**src/rtl/bcd_pkg.sv**
```systemverilog
// Shared types and elaboration helpers for the sequential binary-to-BCD converter.
package bcd_pkg;

    typedef enum logic [1:0] {
        IDLE,
        SHIFT,
        DONE
    } bcd_state_e;

    typedef logic [3:0] bcd_digit_t;

    localparam bcd_digit_t BCD_MAX_DIGIT = 4'd9;

    // Smallest digit count whose decimal range covers every value of a bin_w-bit word.
    function automatic int bcd_digits_for(input int bin_w);
        logic [67:0] max_val;
        logic [67:0] pow;
        int          n;
        max_val = (68'd1 << bin_w) - 68'd1;
        pow     = 68'd10;
        n       = 1;
        while (pow <= max_val) begin
            pow = pow * 68'd10;
            n++;
        end
        return n;
    endfunction

endpackage

```
**src/rtl/bcd_add3_digit.sv**
```systemverilog
// Double-dabble correction for one BCD digit: values of 5 and above get +3 before the shift.
module bcd_add3_digit
    import bcd_pkg::*;
(
    input  bcd_digit_t i_digit,
    output bcd_digit_t o_digit
);

    assign o_digit = (i_digit >= 4'd5) ? i_digit + 4'd3 : i_digit;

endmodule

```
**src/rtl/bin2bcd_seq.sv**
```systemverilog
// Iterative binary-to-BCD converter (double dabble, one bit per clock) with valid/ready
// on both sides and a significant-digit count for leading-zero blanking.
module bin2bcd_seq
    import bcd_pkg::*;
#(
    parameter int BIN_W  = 16,
    parameter int DIGITS = 5
) (
    input  logic                          clk,
    input  logic                          rst_n,
    input  logic                          in_valid,
    output logic                          in_ready,
    input  logic [BIN_W-1:0]              in_bin,
    output logic                          out_valid,
    input  logic                          out_ready,
    output logic [4*DIGITS-1:0]           out_bcd,
    output logic [$clog2(DIGITS+1)-1:0]   out_ndig,
    output logic                          busy
);

    localparam int BCD_W  = 4 * DIGITS;
    localparam int NDIG_W = $clog2(DIGITS + 1);
    localparam int CNT_W  = (BIN_W > 1) ? $clog2(BIN_W) : 1;
    localparam int ACC_W  = BCD_W + BIN_W;

    if (BIN_W < 1 || BIN_W > 64) begin : g_bad_bin_w
        $error("bin2bcd_seq: BIN_W=%0d outside 1..64", BIN_W);
    end
    if (DIGITS < bcd_digits_for(BIN_W)) begin : g_bad_digits
        $error("bin2bcd_seq: DIGITS=%0d too small for BIN_W=%0d (need %0d)",
               DIGITS, BIN_W, bcd_digits_for(BIN_W));
    end

    bcd_state_e          r_state;
    logic [CNT_W-1:0]    r_count;
    logic [BIN_W-1:0]    r_bin;
    logic [BCD_W-1:0]    r_bcd;
    logic [BCD_W-1:0]    r_out_bcd;
    logic [NDIG_W-1:0]   r_out_ndig;
    logic                r_in_ready;
    logic                r_out_valid;
    logic                r_busy;

    logic [BCD_W-1:0]    w_bcd_adj;
    logic [ACC_W-1:0]    w_shift;
    logic [BCD_W-1:0]    w_bcd_next;
    logic [BIN_W-1:0]    w_bin_next;
    logic [NDIG_W-1:0]   w_ndig_next;
    logic                w_last;

    for (genvar g = 0; g < DIGITS; g++) begin : g_digit
        bcd_add3_digit u_add3 (
            .i_digit (r_bcd[4*g +: 4]),
            .o_digit (w_bcd_adj[4*g +: 4])
        );

        a_digit_range : assert property (@(posedge clk) disable iff (!rst_n)
            (r_bcd[4*g +: 4] <= BCD_MAX_DIGIT) && (r_out_bcd[4*g +: 4] <= BCD_MAX_DIGIT));
    end

    // The top corrected bit never carries out: DIGITS is sized so the accumulator cannot overflow.
    assign w_shift    = {w_bcd_adj, r_bin} << 1;
    assign w_bcd_next = w_shift[ACC_W-1:BIN_W];
    assign w_bin_next = w_shift[BIN_W-1:0];
    assign w_last     = (r_count == CNT_W'(BIN_W - 1));

    // NOTE: every variable written in always_comb gets a default first, so no latch is inferred.
    always_comb begin
        w_ndig_next = NDIG_W'(1);
        for (int i = 0; i < DIGITS; i++) begin
            if (w_bcd_next[4*i +: 4] != 4'd0) begin
                w_ndig_next = NDIG_W'(i + 1);
            end
        end
    end

    // NOTE: sequential state uses non-blocking assignments so every register samples pre-edge values.
    always_ff @(posedge clk or negedge rst_n) begin
        if (!rst_n) begin
            r_state     <= IDLE;
            r_count     <= '0;
            r_bin       <= '0;
            r_bcd       <= '0;
            r_out_bcd   <= '0;
            r_out_ndig  <= NDIG_W'(1);
            r_in_ready  <= 1'b1;
            r_out_valid <= 1'b0;
            r_busy      <= 1'b0;
        end else begin
            case (r_state)
                IDLE: begin
                    if (in_valid && r_in_ready) begin
                        r_bin      <= in_bin;
                        r_bcd      <= '0;
                        r_count    <= '0;
                        r_state    <= SHIFT;
                        r_in_ready <= 1'b0;
                        r_busy     <= 1'b1;
                    end
                end
                SHIFT: begin
                    r_bcd   <= w_bcd_next;
                    r_bin   <= w_bin_next;
                    r_count <= r_count + 1'b1;
                    if (w_last) begin
                        r_state     <= DONE;
                        r_out_bcd   <= w_bcd_next;
                        r_out_ndig  <= w_ndig_next;
                        r_out_valid <= 1'b1;
                    end
                end
                DONE: begin
                    if (out_ready) begin
                        r_state     <= IDLE;
                        r_out_valid <= 1'b0;
                        r_in_ready  <= 1'b1;
                        r_busy      <= 1'b0;
                    end
                end
                default: begin
                    r_state     <= IDLE;
                    r_out_valid <= 1'b0;
                    r_in_ready  <= 1'b1;
                    r_busy      <= 1'b0;
                end
            endcase
        end
    end

    assign in_ready  = r_in_ready;
    assign out_valid = r_out_valid;
    assign out_bcd   = r_out_bcd;
    assign out_ndig  = r_out_ndig;
    assign busy      = r_busy;

endmodule
```
**config.mk**
```make
export PLATFORM = sky130hd
export DESIGN_NAME = bin2bcd_seq
export DESIGN_NICKNAME = d
export VERILOG_FILES = /design/src/rtl/bcd_pkg.sv /design/src/rtl/bcd_add3_digit.sv /design/src/rtl/bin2bcd_seq.sv
export SDC_FILE = /design/constraint.sdc
export NUM_CORES = 1
export LEC_CHECK = 0
export BUFFER_PORTS_ARGS = -buffer_cell sky130_fd_sc_hd__buf_2
export CAP_MARGIN = 40
export CORE_ASPECT_RATIO = 1.25
export CORE_MARGIN = 1
export CORE_UTILIZATION = 55
export CTS_CLUSTER_DIAMETER = 60
export DETAILED_ROUTE_END_ITERATION = 7
export GPL_TIMING_DRIVEN = 0
export HOLD_SLACK_MARGIN = 0.05
export PLACE_DENSITY = 0.77
export SLEW_MARGIN = 10
export SYNTH_ARGS = -nofsm -noshare
export SYNTH_HDL_FRONTEND = slang
export SYNTH_SLANG_ARGS = --single-unit
```
**constraint.sdc**
```tcl
create_clock -name clk -period 2.04 [get_ports clk]
set_input_delay 0.102 -clock clk [delete_from_list [all_inputs] [get_ports clk]]
set_output_delay 0.102 -clock clk [all_outputs]
set_load 0.01 [all_outputs]
```
==> results by group, run 1 <==
Setup path
  • CP Launch Type: flip-flop
  • Nature of the critical path endpoint: flip-flop
  • CP Cell Sequence: inv_1 > ha_1 > nand2b_2 > a21oi_4 > mux2i_2 > and4bb_1 > a31o_1
  • Delay-heaviest family, CP: flip-flops
  • Critical path arrival: 2.17 ns
  • CP peak stage delay: 0.41 ns
  • CP max stage cell: dfrtp_1
  • Critical path class: reg2reg
  • Crit Path Max Fanout: 5
  • Bufs and invs on worst path: 1
  • Worst path required time: 2.28 ns

Timing
  • Setup violators final: 0
  • WHS: 0.0606 ns
  • Slew margin rel.: 61.3%
  • Final max-slew violation count: 0
  • Final min period: 1.93 ns
  • Final Cycle Share: 94.6%
  • Clock skew: 0.0104 ns
  • Slew @ Worst Pin: 0.579 ns
  • Fmax: 518 MHz
  • Setup TNS Final: 0 ns
  • Endpoints failing hold: 0

Yosys
  • Mean area per synthesized cell: 9.74 µm²
  • Yosys cell types: 36
  • Ys flop type: dfrtp_1
  • Post-Syn Area: 0.00327 mm²
  • Number of synthesized flops with an enable pin: 0
  • Mapped Cells: 336
  • Sequential cell area fraction in the yosys report: 52.1%
  • FFs w/ async S/R, synth: 100%
  • Net count after synthesis: 367
  • Post-synthesis register bit count: 68
  • Yosys warning count: 0

Detailed routing
  • Total number of vias: 2789
  • First-pass DRT Iterations: 7
  • DRT iter0 DRCs: 298
  • Drt wl/cell: 15.9 µm
  • ANT nets after route: 0
  • Post-DR vias/cell: 5.88
  • DR DRC count: 0
  • Overall routed net length: 7.55 mm

Finish
  • Share of cells above drive strength 1: 20.6%
  • # diodes: 0
  • P&R area growth vs syn: 21.3%
  • Final std cells w/o fill: 474
  • Layout Nets: 435
  • Most common cell after layout, fill and taps aside: dfrtp_1
  • Final instance area: 0.00397 mm²
  • Fillers: 468
  • Most frequent cells in the layout: 66 x dfrtp_1, 61 x nand2_1, 49 x buf_2

Job
  • Max-Cap Viols: 0

CTS
  • Htree depth: 3
  • CTS Sinks: 68
  • Worst-path clk slew: 0.07 ns
  • Post-CTS Setup Inserts: 0
  • Worst-Skew Late Latency: 0.35 ns
  • CTS root buf: clkbuf_8
  • Clock Tree Buf Depth: 2
  • Clock buffer count from CTS: 9
  • CTS tree: built

Placement
  • Post-DP HPWL: 5.19 mm
  • I/O Buffers: 45
  • DP Area: 0.00361 mm²
  • Placed Cells: 448
  • Gpl congestion: 0.791

Pwr
  • Pwr Density: 1400 mW/mm²
  • VDD IR max: 0.000582 V
  • P_leak: 1.88 nW

GRT
  • Number of global-route vias before repair: 2702
  • GRT Resource Usage Total: 26.5%
  • Total grt overflow: 0
  • Largest net degree at the start of global routing: 46
  • Initial antenna violation count: 0
  • First-pass GRT wire length: 12.5 mm

Min path
  • Worst min path class: in2reg

Floorplan
  • Die area: 0.00626 mm²
  • Core footprint: 0.00578 mm²
  • Die Height: 88.2 µm
  • Die X: 71.0 µm
  • Site Rows: 31
  • IO Pins: 46
  • Starting density of the core: 56.6%

Outcome
  • Run status: finished, final reports clean
## tightest hold or removal path, cell delays in order
cell     delay (ns)
buf_2          0.07
a22oi_1        0.05
o21ai_0        0.14
## worst paths after layout
path	slack [ns]	startpoint	to	cells past startpoint
max	0.11	r_bcd[13]	out_ndig[1]	7
min	0.06	in_bin[1]	r_bin[1]	3
max reg2reg	0.11	r_bcd[13]	out_ndig[1]	7
min reg2reg	0.47	out_bcd[10]	out_bcd[10]	2
max in group asynchronous	1.25	rst_n	in_ready	3
min in group asynchronous	0.21	rst_n	out_bcd[8]	2
## logic make-up (layout without fill, tap and decap cells)
family	Yosys count	count (layout)	synth area share [%]
and+or+nand+nor	106	106	15.1
buffers and inverters	28	100	3.40
muxes	6	6	1.84
DFF	68	68	52.1
xor gates and xnor gates	5	5	1.34
AOI/OAI and AO/OA	112	112	22.0
adders and majority gates	11	11	4.21
## registers in the layout, summed over array words and instances, names as in the netlist
register   count
out_bcd       20
out_ndig       3
r_bcd         20
in_ready       1
out_valid      1
r_bin         16
busy           1
r_state        2
r_count        4
## where the power goes
part           switching (mW)  internal (mW)
Clock                   0.486          0.660
Sequential              0.396           1.74
Combinational            1.34          0.947
## synthesized netlist by cell type, types with 2 or more instances
library cell	count	area, µm²
dfstp_2	2	52.6
inv_1	11	41.3
buf_1	2	7.51
nand4_1	2	12.5
o22a_1	2	17.5
xnor2_1	5	43.8
ha_1	11	138
buf_2	5	25.0
nand2b_1	4	25.0
a22o_1	10	87.6
nor2_1	7	26.3
a21oi_2	3	26.3
a22oi_1	29	218
o21ai_0	22	110
dfrtp_1	66	1650
nor3_1	7	35.0
nand3_1	8	40.0
mux2i_1	6	60.1
nand2_1	61	229
o21ai_1	24	120
nor3b_1	10	75.1
clkbuf_1	9	33.8
a21oi_1	16	80.1
nor2_2	2	12.5
## stage by stage
| stage | util [%] | total power, mW | setup WS (ns) |
|---|---|---|---|
| 3_3_place_gp | 61.9 | 4.19 | 0.0930 |
| 2_1_floorplan | - | 3.65 | 0.250 |
| 4_1_cts | 67.9 | 5.49 | 0.0209 |
| 5_1_grt | 68.7 | 5.98 | -0.0107 |
| 6_report | 68.7 | 5.57 | 0.110 |
| 3_5_place_dp | 62.5 | 4.32 | 0.0298 |
## metal layers
| metal | vias to the layer above | share of wire, % | GRT usage (%) |
|---|---|---|---|
| met2 | 76 | 52 | 46.9 |
| met1 | 1364 | 42 | 31.1 |
| met4 | 0 | 1.9 | 11.5 |
| met3 | 13 | 4.0 | 6.26 |
| li1 | 1336 | - | - |
| met5 | - | 0 | 0 |
## repair_timing
item                       CTS  global route
hold endpoints to repair    76             0
hold buffers                11             0
gates resized for setup      0            12
setup endpoints to repair    0             6
## area by class of cell
type                       instances  area [µm²]  share of cell area, %
sequential                        68        1700                   42.9
clock inverter                     1        30.0                  0.757
buffer                            16        66.3                   1.67
timing repair buffer              57         365                   9.21
multi-input combinational        240        1500                   37.9
clock buffer                      14         173                   4.35
inverter                          12        45.0                   1.13
tap                               66        82.6                   2.08
Power figures use the tool's default switching activity.
==> run 2: changes to the inputs <==
ABC_AREA = 1   (was unset)
PLACE_DENSITY = 0.76   (was 0.77)
SYNTH_HIERARCHICAL = 1   (was unset)
==> run 2 against run 1 <==
Compared with the run above:
- die area increased by 11%
- critical endpoint unchanged
- largest cell class unchanged
- design area increased by 7.7%
- combinational power increased by 55%
==> results by group, run 2 <==
Outcome
  • Run status: finished, final reports clean

Timing
  • Slew @ Worst Pin: 0.432 ns (-0.148 ns)
  • Setup slack after layout: 0.217 ns (+0.107 ns)
  • Clock skew: 0.00907 ns (-0.00131 ns)
  • Setup violators final: 0 (unchanged)
  • Final max-slew violation count: 0 (unchanged)
  • Setup TNS Final: 0 ns (unchanged)
  • Slew margin rel.: 71.2% (+10 points)
  • Final Cycle Share: 89.4% (-5.2 points)
  • Endpoints failing hold: 0 (unchanged)
  • Final min period: 1.82 ns (-0.107 ns)
  • Fmax: 548 MHz (+5.9%)
  • RSZ-0062 raised after global routing: false

Detailed routing
  • Total number of vias: 2974 (+6.6%)
  • ANT nets after route: 0 (unchanged)
  • Overall routed net length: 7.57 mm (+0.25%)
  • First-pass DRT Iterations: 4 (-3)
  • DRT iter0 DRCs: 239 (-20%)
  • Post-DR vias/cell: 5.08 (-14%)
  • DR DRC count: 0 (unchanged)
  • Drt wl/cell: 12.9 µm (-19%)

CTS
  • CTS tree: built
  • Clock buffer count from CTS: 9 (unchanged)
  • Post-CTS Resized: 0 (unchanged)
  • Worst-path clk slew: 0.07 ns (about the same)
  • CTS root buf: clkbuf_8
  • Worst-Skew Late Latency: 0.34 ns (about the same)
  • Clock Tree Buf Depth: 2 (unchanged)
  • Htree depth: 3 (unchanged)
  • CTS Sinks: 68 (unchanged)

Setup path
  • Critical path arrival: 2.06 ns (-0.11 ns)
  • Most used cell, CP: nand2_1
  • Critical path class: reg2reg
  • Delay-heaviest family, CP: simple AND/OR/NAND/NOR gates
  • Crit Path Max Fanout: 5 (unchanged)
  • Worst r2r path cells: 12 (+5)
  • R2R Setup Slk: 0.22 ns (+0.11 ns)
  • Bufs and invs on worst path: 2 (+1)
  • Worst path required time: 2.28 ns (about the same)
  • Nature of the critical path endpoint: flip-flop
  • FF-to-FF End: out_ndig[1]
  • CP peak stage delay: 0.44 ns (+0.03 ns)
  • CP Cell Sequence: inv_1 > ha_1 > nor2_4 > nor2_4 > nand2_1 > o21ai_2 > inv_1 > nand2_1 > nor2_1 > nand3_1 > nand3_1 > nand2_1
  • CP Launch Type: flip-flop
  • CP max stage cell: dfrtp_1
  • R2r startpoint: r_bcd[8]

GRT
  • First-pass GRT wire length: 13.0 mm (+4.1%)
  • GRT Resource Usage Total: 25.2% (-1.3 points)
  • Initial antenna violation count: 0 (unchanged)
  • Total grt overflow: 0 (unchanged)
  • Number of global-route vias before repair: 2887 (+6.8%)
  • Largest net degree at the start of global routing: 66 (+43%)

Floorplan
  • Die X: 74.7 µm (+5.2%)
  • Die area: 0.00693 mm² (+11%)
  • Core footprint: 0.00629 mm² (+8.8%)
  • IO Pins: 46 (unchanged)
  • Die Height: 92.8 µm (+5.2%)
  • Site Rows: 32 (+3.2%)
  • Starting density of the core: 57.8% (+1.1 points)

Pwr
  • P_leak: 2.17 nW (+15%)
  • Pwr Density: 1700 mW/mm² (+21%)
  • VDD IR max: 0.000794 V (+36%)
  • Total power: 7.25 mW (+30%)

Placement
  • Post-DP HPWL: 5.32 mm (+2.5%)
  • Pre-CTS setup slack: 0.274 ns (+0.244 ns)
  • I/O Buffers: 45 (unchanged)
  • Gpl congestion: 0.822 (+3.9%)

Min path
  • Worst hold start: in_bin[4]
  • Hold path endpoint: r_bin[4]
  • Worst min path class: in2reg
  • Hold depth: 5 (+2)

Yosys
  • Net count after synthesis: 466 (+27%)
  • Mapped Cells: 435 (+29%)
  • Post-Syn Area: 0.00363 mm² (+11%)
  • Yosys warning count: 6 (+6)
  • Mean area per synthesized cell: 8.35 µm² (-14%)

Finish
  • Most common cell after layout, fill and taps aside: nand2_1
  • P&R area growth vs syn: 17.7%
  • Layout Nets: 526 (+21%)
  • # diodes: 0 (unchanged)
  • Share of cells above drive strength 1: 25.4% (+4.8 points)
  • Most frequent cells in the layout: 126 x nand2_1, 66 x dfrtp_1, 52 x inv_1

Job
  • Max-Cap Viols: 0 (unchanged)
-- run 2: area by class of cell --
type / count / area [µm²]
multi-input cells: 292 / 1550
clock inverters: 4 / 95.1
repair buffers: 49 / 285
flip-flops and latches: 68 / 1700
fillers: 530 / 2010
inverters: 61 / 239
plain buffers: 14 / 134
well taps: 85 / 106
clock buffers: 12 / 155
-- run 2: worst max path at each step --
stage                   to  cells past startpoint      from
2_1_floorplan  out_ndig[1]                     12  r_bcd[8]
3_3_place_gp   out_ndig[1]                     12  r_bcd[8]
3_5_place_dp   out_ndig[1]                     12  r_bcd[8]
4_1_cts        out_ndig[1]                     12  r_bcd[8]
5_1_grt        out_ndig[1]                     12  r_bcd[8]
6_report       out_ndig[1]                     12  r_bcd[8]
-- run 2: layer usage --
layer,wire (µm),up-vias,track usage [%],share of wire (%)
met5,0,-,0,0
met4,78,0,11.6,1.0
met3,330,4,4.68,4.4
met2,3890,72,41.1,51
met1,3270,1418,31.9,43
li1,-,1480,-,-
-- run 2: repair_timing --
action / CTS / global route
buffers inserted: 0 / 0
endpoints found under the hold margin: 68 / 0
hold buffers: 3 / 0
-- run 2: tightest hold or removal path, delay by kind of cell --
kind / cells / cell delay [ns]
AOI/OAI and AO/OA: 2 / 0.12
and+or+nand+nor: 2 / 0.09
buffers and inverters: 1 / 0.07
-- run 2: metrics by stage --
stage                     hold WS (ns)  utilization, %  instances  instance area, µm²
final                           0.0786            68.0        585                4270
after global routing            0.0930            68.0        585                4270
after CTS                       0.0659            68.0        585                4270
after detailed placement       -0.0867            63.5        566                3990
after global placement           0.352            63.0        565                3960
after floorplan                 -0.194               -        435                3630
-- run 2: power breakdown --
| group | switching, mW | internal [mW] |
|---|---|---|
| combinational | 2.24 | 1.30 |
| clock | 0.500 | 0.878 |
| sequential | 0.384 | 1.94 |
==> run 3: changes to the inputs <==
CORE_UTILIZATION = 52   (was 55)
clock period = 1.5 ns   (was 2.04 ns; I/O delays follow)
==> run 3 against run 2 <==
Compared with the run above:
- non-clock buffer count increased by 18
- highest routed layer unchanged
- final cell count increased by 3.4%
- register-to-register slack got worse by 0.32 ns
- via count increased by 2.5%
- maximum frequency increased by 13%
- die area increased by 5.6%
- routed wire length increased by 6.8%
- critical path type unchanged
- hold slack got worse by 0.027 ns
- sequential power increased by 37%
- the flow now finishes with violations (negative setup slack)
- setup slack got worse by 0.32 ns
- sequential cell count unchanged
- combinational power increased by 62%
==> results by group, run 3 (synthesized netlist as in run 2, its figures left out) <==
Timing
  • RSZ-0062 raised after global routing: true
  • Final max-slew violation count: 0 (unchanged)
  • Fmax: 622 MHz (+13%)
  • Slew margin rel.: 70.3% (-0.96 points)
  • Setup slack after layout: -0.106 ns (-0.323 ns)
  • Clock skew: 0.00610 ns (-0.00297 ns)
  • Endpoints failing hold: 0 (unchanged)
  • Setup violators final: 3 (+3)
  • Final Cycle Share: 107% (+18 points)
  • Slew @ Worst Pin: 0.446 ns (+0.0145 ns)
  • Final min period: 1.61 ns (-0.217 ns)

Finish
  • Most frequent cells in the layout: 119 x nand2_1, 64 x dfrtp_1, 45 x buf_2
  • Core Util, Final: 68.1% (+0.10 points)
  • # diodes: 0 (unchanged)
  • Final instance area: 0.00453 mm² (+5.9%)
  • Most common cell after layout, fill and taps aside: nand2_1
  • P&R area growth vs syn: 24.6%
  • Final std cells w/o fill: 605 (+3.4%)
  • Share of cells above drive strength 1: 34.9% (+9.5 points)
  • Layout Nets: 544 (+3.4%)

Pwr
  • Sw power: 4.64 mW (+48%)
  • Total power: 10.5 mW (+44%)
  • Clk pwr share: 14.7% (-4.3 points)
  • Pwr Density: 2310 mW/mm² (+36%)
  • Comb pwr share: 55.0% (+6.1 points)
  • Internal: 5.82 mW (+41%)
  • Sequential power share: 30.3% (-1.8 points)
  • Switch share: 44.4% (+1.2 points)
  • VDD IR max: 0.00112 V (+41%)
  • P_leak: 2.25 nW (+3.7%)

Setup path
  • CP startpoint: r_bcd[9]
  • Critical path arrival: 1.84 ns (-0.22 ns)
  • Bufs and invs on worst path: 2 (unchanged)
  • CP Cell Sequence: inv_2 > ha_4 > nor2_4 > nor2_4 > nand2_1 > nand2_1 > inv_2 > nand2_2 > nor2_4 > nand3_1 > nand3_1 > nand2_1
  • Worst path required time: 1.74 ns (-0.54 ns)
  • Delay-heaviest family, CP: simple AND/OR/NAND/NOR gates
  • Nature of the critical path endpoint: flip-flop
  • Critical path class: reg2reg
  • Crit Path Max Fanout: 4 (-1)
  • CP Launch Type: flip-flop
  • R2r startpoint: r_bcd[9]
  • CP peak stage delay: 0.40 ns (-0.04 ns)
  • CP max stage cell: dfrtp_1

GRT
  • GRT Resource Usage Total: 24.0% (-1.2 points)
  • Largest net degree at the start of global routing: 36 (-45%)
  • First-pass GRT wire length: 13.7 mm (+5.1%)
  • Number of global-route vias before repair: 3041 (+5.3%)
  • Total grt overflow: 0 (unchanged)
  • Initial antenna violation count: 0 (unchanged)

CTS
  • Htree depth: 3 (unchanged)
  • Clock buffer count from CTS: 9 (unchanged)
  • CTS tree: built
  • Worst-path clk slew: 0.07 ns (about the same)
  • CTS Sinks: 68 (unchanged)
  • CTS root buf: clkbuf_8
  • Worst-Skew Late Latency: 0.34 ns (about the same)
  • Clock Tree Buf Depth: 2 (unchanged)

Floorplan
  • Die area: 0.00732 mm² (+5.6%)
  • Site Rows: 33 (+3.1%)
  • IO Pins: 46 (unchanged)
  • Die X: 76.7 µm (+2.8%)
  • Starting density of the core: 54.6% (-3.1 points)
  • Die Height: 95.4 µm (+2.8%)
  • Core footprint: 0.00665 mm² (+5.8%)

Job
  • Max-Cap Viols: 0 (unchanged)

Placement
  • Pre-CTS setup slack: -0.181 ns (-0.456 ns)
  • Placed Cells: 568 (+0.35%)
  • Post-DP HPWL: 5.45 mm (+2.5%)
  • Gpl congestion: 0.781 (-5.0%)
  • DP Area: 0.00399 mm² (about the same)
  • I/O Buffers: 45 (unchanged)

Outcome
  • Failing checks: negative setup slack
  • Run status: finished, violations left

Detailed routing
  • First-pass DRT Iterations: 4 (unchanged)
  • ANT nets after route: 0 (unchanged)
  • DR DRC count: 0 (unchanged)
  • DRT iter0 DRCs: 153 (-36%)
  • Overall routed net length: 8.08 mm (+6.8%)
  • Total number of vias: 3047 (+2.5%)
  • Drt wl/cell: 13.4 µm (+3.2%)
  • Post-DR vias/cell: 5.04 (-0.93%)

Min path
  • Worst min path class: in2reg
  • Worst hold start: in_bin[6]
## run 3: cell count changes in the layout (fill, tap and decap cells not counted), sizes merged
cell,before,now
bufinv,3,1
buf,58,75
clkinv,1,0
dlygate4sd3,3,4
clkbuf,14,17
## run 3: path summary, 6_finish.rpt
path	end	slack [ns]	cells past startpoint
max in group asynchronous	out_ndig[0]	0.68	3
worst max-delay path	out_ndig[1]	-0.11	12
worst max register to register	out_ndig[1]	-0.11	12
worst min-delay path	r_bin[6]	0.05	5
min in group asynchronous	r_bin[9]	0.22	2
worst min register to register	out_bcd[4]	0.48	2
## run 3: through the flow
stage                     setup TNS [ns]  hold WS [ns]
after floorplan                        0        -0.221
after global placement            -0.383         0.323
after detailed placement          -0.528        0.0594
after CTS                         -0.158        0.0521
after global routing              -0.641        0.0816
final                             -0.246        0.0521
## run 3: power by group through the flow
stage	Sequential, mW	Clock [mW]	Combinational (mW)
6_report	3.17	1.53	5.76
5_1_grt	3.27	1.62	6.48
4_1_cts	3.15	1.54	5.40
3_5_place_dp	3.19	0	4.81
3_3_place_gp	3.14	0	4.66
2_1_floorplan	3.22	0	3.54
## run 3: layer usage
layer	vias up	wire length, µm	track usage, %
li1	1520	-	-
met1	1440	3520	29.5
met2	74	4100	41.9
met3	13	303	4.21
met4	0	156	10.3
met5	-	0	0
## run 3: area by class of cell
cell class	instances	area [µm²]
plain buffers	14	135
clock buffers	15	166
well taps	87	109
clock inverters	1	30.0
fillers	535	2120
repair buffers	67	432
multi-input cells	292	1710
inverters	61	239
flip-flops and latches	68	1710
## run 3: worst reg2reg max path: cells and delay by family, from the launching register on
kind | cells | cell delay (ns)
adders and majority gates | 1 | 0.18
and+or+nand+nor | 9 | 0.76
DFF | 1 | 0.40
buffers and inverters | 2 | 0.17
## run 3: repair_timing
action                                  in CTS  in global routing
resized for setup                           37                 24
pin swaps                                   23                 17
endpoints found under the setup margin       3                 19
hold buffers                                 4                  0
endpoints found under the hold margin       36                  0
buffers inserted                            12                  5
